==> config.mk <==
export PLATFORM = sky130hd
export DESIGN_NAME = branch_resolve_unit_flat
export DESIGN_NICKNAME = d
export VERILOG_FILES = /design/src/rtl/branch_resolve_unit_if.sv /design/src/rtl/branch_resolve_unit.sv /design/src/flat_wrapper.sv
export SDC_FILE = /design/constraint.sdc
export NUM_CORES = 1
export LEC_CHECK = 0
export ABC_AREA = 0
export BUFFER_PORTS_ARGS = -buffer_cell sky130_fd_sc_hd__buf_2
export CORE_MARGIN = 4
export CORE_UTILIZATION = 25
export CTS_CLUSTER_SIZE = 20
export DETAILED_ROUTE_END_ITERATION = 8
export GPL_TIMING_DRIVEN = 0
export RECOVER_POWER = 50
export SKIP_LAST_GASP = 1
export SLEW_MARGIN = 20
export SYNTH_ARGS = -nofsm -noshare
export SYNTH_HDL_FRONTEND = slang
export SYNTH_SLANG_ARGS = --single-unit
==> constraint.sdc <==
create_clock -name clk -period 17.5 [get_ports clk]
set_clock_uncertainty 0.15 [all_clocks]
set_input_delay 3.5 -clock clk [delete_from_list [all_inputs] [get_ports clk]]
set_output_delay 3.5 -clock clk [all_outputs]
set_load 0.01 [all_outputs]
==> src/rtl/branch_resolve_unit_if.sv <==
// Execute-stage branch resolution bus: EX-side resolution inputs plus the
// registered predictor training/redirect packet.
interface branch_resolve_unit_if #(
    parameter int unsigned GHR_W = 8
);

    typedef struct packed {
        logic             PC_Vaild;
        logic [2:0]       BranchType;
        logic [31:0]      Target;
        logic [1:0]       TBT_Counter;
        logic [1:0]       GHR_Counter;
        logic [1:0]       CPHT;
        logic [GHR_W-1:0] GHR;
        logic [GHR_W-1:0] Recover_GHR;
    } Predict_Branch_S;

    typedef struct packed {
        logic             PC_Vaild;
        logic [31:0]      Update_PC;
        logic [31:0]      Update_Target;
        logic             PC_Taken;
        logic [2:0]       BranchType;
        logic [2:0]       Predict_BranchType;
        logic             Update_Location;
        logic [1:0]       TBT_Counter;
        logic [1:0]       GHR_Counter;
        logic [1:0]       CPHT;
        logic [GHR_W-1:0] GHR;
        logic [GHR_W-1:0] Recover_GHR;
        logic             PC_MissPredict;
        logic             Update_True_PC;
    } Update_Branch_S;

    logic            ex_valid;
    logic [31:0]     ex_pc;
    logic [2:0]      ex_type;
    logic            ex_taken;
    logic [31:0]     ex_target;
    Predict_Branch_S ex_pred;
    logic            ds_present;
    logic            stall;
    logic            flush;
    logic            busy;
    Update_Branch_S  Update_Predict;

    modport master (
        output ex_valid, ex_pc, ex_type, ex_taken, ex_target, ex_pred,
        output ds_present, stall, flush,
        input  busy, Update_Predict
    );

    modport slave (
        input  ex_valid, ex_pc, ex_type, ex_taken, ex_target, ex_pred,
        input  ds_present, stall, flush,
        output busy, Update_Predict
    );

endinterface

==> src/rtl/branch_resolve_unit.sv <==
// Resolves EX control-flow instructions against their fetch-time prediction, emits one
// training packet per resolution and holds mispredict redirects until the delay slot is in.
module branch_resolve_unit #(
    parameter int unsigned GHR_W = 8
) (
    input logic                  clk,
    input logic                  reset,
    branch_resolve_unit_if.slave bus
);

    localparam logic [2:0] BrNone   = 3'd0;
    localparam logic [2:0] BrBranch = 3'd1;

    typedef struct packed {
        logic             PC_Vaild;
        logic [31:0]      Update_PC;
        logic [31:0]      Update_Target;
        logic             PC_Taken;
        logic [2:0]       BranchType;
        logic [2:0]       Predict_BranchType;
        logic             Update_Location;
        logic [1:0]       TBT_Counter;
        logic [1:0]       GHR_Counter;
        logic [1:0]       CPHT;
        logic [GHR_W-1:0] GHR;
        logic [GHR_W-1:0] Recover_GHR;
        logic             PC_MissPredict;
        logic             Update_True_PC;
    } update_t;

    typedef enum logic [0:0] {StIdle, StWaitDs} state_e;

    state_e      state_q, state_d;
    update_t     upd_q, upd_d;
    update_t     pend_q, pend_d;
    update_t     pkt;
    logic [1:0]  sel_ctr;
    logic        pt;
    logic        mp;
    logic [31:0] ctgt;

    // Resolution: predicted direction, correct next PC and the packet it produces.
    always_comb begin
        sel_ctr = (bus.ex_pred.CPHT < 2'd2) ? bus.ex_pred.GHR_Counter : bus.ex_pred.TBT_Counter;
        pt      = bus.ex_pred.PC_Vaild &&
                  ((bus.ex_pred.BranchType != BrBranch) || (sel_ctr >= 2'd2));
        ctgt    = bus.ex_taken ? bus.ex_target : (bus.ex_pc + 32'd8);
        if (bus.ex_type == BrNone) begin
            mp = bus.ex_pred.PC_Vaild;
        end else begin
            mp = (pt != bus.ex_taken) ||
                 (bus.ex_taken && (bus.ex_pred.Target != bus.ex_target));
        end

        pkt                    = '0;
        pkt.PC_Vaild           = 1'b1;
        pkt.Update_PC          = bus.ex_pc;
        pkt.Update_Target      = ctgt;
        pkt.PC_Taken           = bus.ex_taken;
        pkt.BranchType         = bus.ex_type;
        pkt.Predict_BranchType = bus.ex_pred.BranchType;
        pkt.Update_Location    = bus.ex_pc[2];
        pkt.TBT_Counter        = bus.ex_pred.TBT_Counter;
        pkt.GHR_Counter        = bus.ex_pred.GHR_Counter;
        pkt.CPHT               = bus.ex_pred.CPHT;
        pkt.GHR                = bus.ex_pred.GHR;
        pkt.Recover_GHR        = {bus.ex_pred.Recover_GHR[GHR_W-2:0], bus.ex_taken};
        pkt.PC_MissPredict     = mp;
        pkt.Update_True_PC     = mp;
    end

    // Output defaults to zero so PC_Vaild is always a one-cycle pulse.
    always_comb begin
        state_d = state_q;
        upd_d   = '0;
        pend_d  = pend_q;
        if (bus.flush) begin
            state_d = StIdle;
            pend_d  = '0;
        end else begin
            unique case (state_q)
                StIdle: begin
                    if (bus.ex_valid && !bus.stall) begin
                        if (!mp || bus.ds_present) begin
                            upd_d = pkt;
                        end else begin
                            pend_d  = pkt;
                            state_d = StWaitDs;
                        end
                    end
                end
                StWaitDs: begin
                    if (bus.ds_present) begin
                        upd_d   = pend_q;
                        pend_d  = '0;
                        state_d = StIdle;
                    end
                end
                default: state_d = StIdle;
            endcase
        end
    end

    always_ff @(posedge clk or posedge reset) begin
        if (reset) begin
            state_q <= StIdle;
            upd_q   <= '0;
            pend_q  <= '0;
        end else begin
            state_q <= state_d;
            upd_q   <= upd_d;
            pend_q  <= pend_d;
        end
    end

    assign bus.busy           = (state_q == StWaitDs);
    assign bus.Update_Predict = upd_q;

endmodule

==> src/flat_wrapper.sv <==
// flat-port wrapper written by rule: the top's interface ports become plain ports
module branch_resolve_unit_flat 
#(
    parameter int unsigned GHR_W = 8
)
  (clk, reset, bus_ex_valid, bus_ex_pc, bus_ex_type, bus_ex_taken, bus_ex_target, bus_ex_pred, bus_ds_present, bus_stall, bus_flush, bus_busy, bus_Update_Predict);
  branch_resolve_unit_if #(.GHR_W(GHR_W)) bus_i ();
  input logic clk;
  input logic reset;
  input wire logic [$bits(bus_i.ex_valid)-1:0] bus_ex_valid;
  input wire logic [$bits(bus_i.ex_pc)-1:0] bus_ex_pc;
  input wire logic [$bits(bus_i.ex_type)-1:0] bus_ex_type;
  input wire logic [$bits(bus_i.ex_taken)-1:0] bus_ex_taken;
  input wire logic [$bits(bus_i.ex_target)-1:0] bus_ex_target;
  input wire logic [$bits(bus_i.ex_pred)-1:0] bus_ex_pred;
  input wire logic [$bits(bus_i.ds_present)-1:0] bus_ds_present;
  input wire logic [$bits(bus_i.stall)-1:0] bus_stall;
  input wire logic [$bits(bus_i.flush)-1:0] bus_flush;
  output wire logic [$bits(bus_i.busy)-1:0] bus_busy;
  output wire logic [$bits(bus_i.Update_Predict)-1:0] bus_Update_Predict;
  assign bus_i.ex_valid = bus_ex_valid;
  assign bus_i.ex_pc = bus_ex_pc;
  assign bus_i.ex_type = bus_ex_type;
  assign bus_i.ex_taken = bus_ex_taken;
  assign bus_i.ex_target = bus_ex_target;
  assign bus_i.ex_pred = bus_ex_pred;
  assign bus_i.ds_present = bus_ds_present;
  assign bus_i.stall = bus_stall;
  assign bus_i.flush = bus_flush;
  assign bus_busy = bus_i.busy;
  assign bus_Update_Predict = bus_i.Update_Predict;
  branch_resolve_unit #(.GHR_W(GHR_W)) u_core (.clk(clk), .reset(reset), .bus(bus_i));
endmodule
==> results by group <==
Clock network
  • H-tree levels: 4
  • Clk Latency, worst-skew pair: 0.45 ns
  • Deepest clock path buffer count: 2
  • Clk sink count: about 190
  • Root buffer cell: clkbuf_16
  • Postcts setup bufs: 0
  • TritonCTS clock tree: done
  • Clock transition at path regs: 0.07 ns
  • Post_cts resized: 0
  • CTS Buf Count: 17
  • Post-cts hold buffer count: 0

Power and ir drop
  • Clock power frac: slightly above 40%
  • Tot Pwr: between 0.0009 and 0.001 W
  • Cell Pwr Density: 86.89 mW/mm²
  • Max IR drop VDD: 0.06741 mV
  • Sequential Power Share: between 40% and 50%
  • Combinational group share of total power: between 10% and 20%
  • Leak: about 5.5 nW
  • Net Sw Frac: approximately 28%
  • Switching Power: 0.0002643 W
  • Internal power: 0.0006795 W

Die
  • Die W: between 150 and 200 µm
  • Initial Utilization: between 20% and 30%
  • Total Die Area: 0.03761 mm²
  • Core area: between 0.03 and 0.04 mm²
  • FP Rows: 67
  • IO Pins: between 200 and 250
  • Die H: slightly below 200 µm

Flow run
  • MaxCap Viol Count: 1

Critical path
  • Worst path max stage delay: 2.24 ns
  • Reg2reg setup slack: approximately 15 ns
  • R2R depth: 7
  • CP Buf/Inv Count: 2
  • Slowest CP cell: clkinvlp_2
  • Largest delay contributor family on the critical path: buffers and inverters
  • Crit-path cells: clkbuf_1 -> clkinvlp_2
  • Worst path arrival time: a little under 6 ns
  • Crit path required time: between 15 and 20 ns
  • Critical Path Source Type: input port
  • CP Max Fanout: ~90
  • CP Class: in2async
  • Critical path depth in cells: 2
  • Crit path capture type: asynchronous set/reset pin

STA
  • Max-slew headroom: -173.9%
  • Final Hold Viols: 0
  • Setup total negative slack: 0 ns
  • Tmin final: 6.245 ns
  • Slew Limit Fails: between 80 and 90
  • RSZ-0062 raised after global routing: no
  • Worst slew pin tran: 4.086 ns
  • Final setup viols: 0
  • Tcrit/Tclk final: a little over a third
  • Highest clock rate: around 160 MHz

Yosys
  • Netlist cell types: 45
  • Sequential area share after synthesis: a little over half
  • Mean Syn Cell Area: ~10 µm²
  • Cells after synthesis: around 850
  • Yosys warnings: 0
  • Post-synth top area share: 54.72%
  • Net Count, Synth: approximately 980
  • Area leader, netlist: dfrtp_1
  • Mapped cell area: slightly below 0.009 mm²
  • Top area cells in the synthesized netlist: dfrtp_1, nand2_1, mux2i_1
  • Yosys reg bits: 189

GRT
  • Vias in the first global route: around 7500
  • Largest net degree at the start of global routing: just over 100
  • Gr usage total: between 15 and 20%
  • Grt ovf: 0
  • First-pass GRT wire length: 46590 µm
  • Initial antenna violation count: 8

Layout
  • Area of the multi-input gates: around 0.0035 mm²
  • Fillers: about 3500
  • Most common cell after layout, fill and taps aside: buf_2
  • P&R area growth vs syn: 25.67%
  • Most frequent cells in the layout: buf_2, dfrtp_1, nand2_1
  • Sequential Area: between 0.004 and 0.005 mm²
  • Layout Nets: approximately 1200
  • Share of cells above drive strength 1: between 20% and 30%

Placement
  • HPWL after DPL: approximately 24000 µm
  • I/O Buffers: 225
  • GPL Wtd Cong: about 0.83

Drt
  • DRT Pass-1 Iters: 4
  • Vias after detailed routing: 7255
  • DRC: 0
  • Remaining antenna violation count: 0
  • Post-Route WL: 30850 µm
  • Drt via density: 4.663
  • Routed len/inst: 19.83 µm
  • DR iter-0 viols: 412

Status
  • Outcome: finished with violations
  • Violated checks: capacitance limit, slew limit

Hold path
  • Hold path depth: 2
  • Min-Delay Path Class: reg2reg
final cells by class:
type                       instances  area share, %
clock buffer                      20          4.205
clock inverter                    12         0.9561
multi-input combinational        570          32.36
tap                              448          5.161
timing repair buffer             226          10.04
buffer                            64          2.811
inverter                          25         0.8755
antenna                            2        0.04608
sequential                       189          43.54
final timing paths:
path                                                from                                      end
min reg2reg                u_core.pend_q[96]$_DFFE_PP0P_  u_core.bus.Update_Predict[96]$_DFF_PP0_
min                        u_core.pend_q[96]$_DFFE_PP0P_  u_core.bus.Update_Predict[96]$_DFF_PP0_
min in group asynchronous                          reset  u_core.bus.Update_Predict[13]$_DFF_PP0_
max reg2reg                    u_core.bus.busy$_DFF_PP0_  u_core.bus.Update_Predict[47]$_DFF_PP0_
max in group clk                        bus_ex_target[3]             u_core.pend_q[2]$_DFFE_PP0P_
max                                                reset  u_core.bus.Update_Predict[80]$_DFF_PP0_
per-layer routing:
metal,global-route usage [%],part of all wire (%),vias up,wire [µm]
li1,-,-,3408,-
met5,0,0.23,-,70
met3,5.022,6.5,42,1990
met4,6.042,3.3,12,1014
met2,25.74,46,227,14240
met1,21.12,44,3566,13530
worst register-to-register path: stages, from the launching register on:
cell	delay, ns
dfrtp_1	0.44
nor2_1	0.62
nand2_1	0.16
nor2_1	0.18
a21oi_1	0.11
buf_2	0.22
clkbuf_1	0.25
o21ai_0	0.33
cells in the mapped netlist (all sizes together):
library cell / count
buf: 28
o22ai: 44
o21bai: 2
mux2: 10
a21o: 1
xnor2: 5
and3: 4
inv: 25
mux2i: 56
nand2b: 1
nor2b: 2
and4: 6
nand3: 13
or2: 1
nand4: 7
a21oi: 17
nand2: 186
o31ai: 1
a22o: 37
nor3: 8
nor2: 28
dfrtp: 189
and2: 11
o31a: 1
a211oi: 1
nor4b: 1
a32o: 9
xor2: 54
o21ai: 49
o211a: 1
o211ai: 1
clkbuf: 36
nor4: 11
o41a: 1
ha: 1
stage by stage:
stage	utilization (%)	instances	setup slack, ns	hold slack [ns]	cell area (µm²)
floorplan	-	848	8.708	0.2886	8643
global placement	30.58	1521	6.273	0.3119	10330
detailed placement	30.68	1522	11.34	0.3153	10360
CTS	32.34	1554	11.83	0.3273	10930
global route	32.15	1556	10.47	0.3552	10860
finish	32.15	1556	11.26	0.3282	10860
state kept, by name (all words and copies together) (netlist names):
| name | cells |
|---|---|
| u_core.bus.Update_Predict | 94 |
| u_core.pend_q | 94 |
| u_core.bus.busy | 1 |
cell families (layout without fill, tap and decap cells):
kind of cell | after synthesis | in the layout | share of synthesized area (%)
AOI/OAI and AO/OA | 165 | 165 | 12.78
xor gates and xnor gates | 59 | 59 | 5.979
adders and majority gates | 1 | 1 | 0.1447
buffers and inverters | 89 | 347 | 4.618
DFF | 189 | 189 | 54.72
muxes | 66 | 66 | 7.788
other | 0 | 2 | 0
and+or+nand+nor | 279 | 279 | 13.97
power groups by stage:
stage	registers (W)	logic, W	clock network (W)
6_report	0.000454	0.000110	0.000380
4_1_cts	0.000453	0.000113	0.000393
2_1_floorplan	0.000464	0.0000529	0
5_1_grt	0.000455	0.000122	0.000409
3_5_place_dp	0.000462	0.000112	0
3_3_place_gp	0.000462	0.000110	0
No activity file was read; power rests on OpenSTA's default activity.
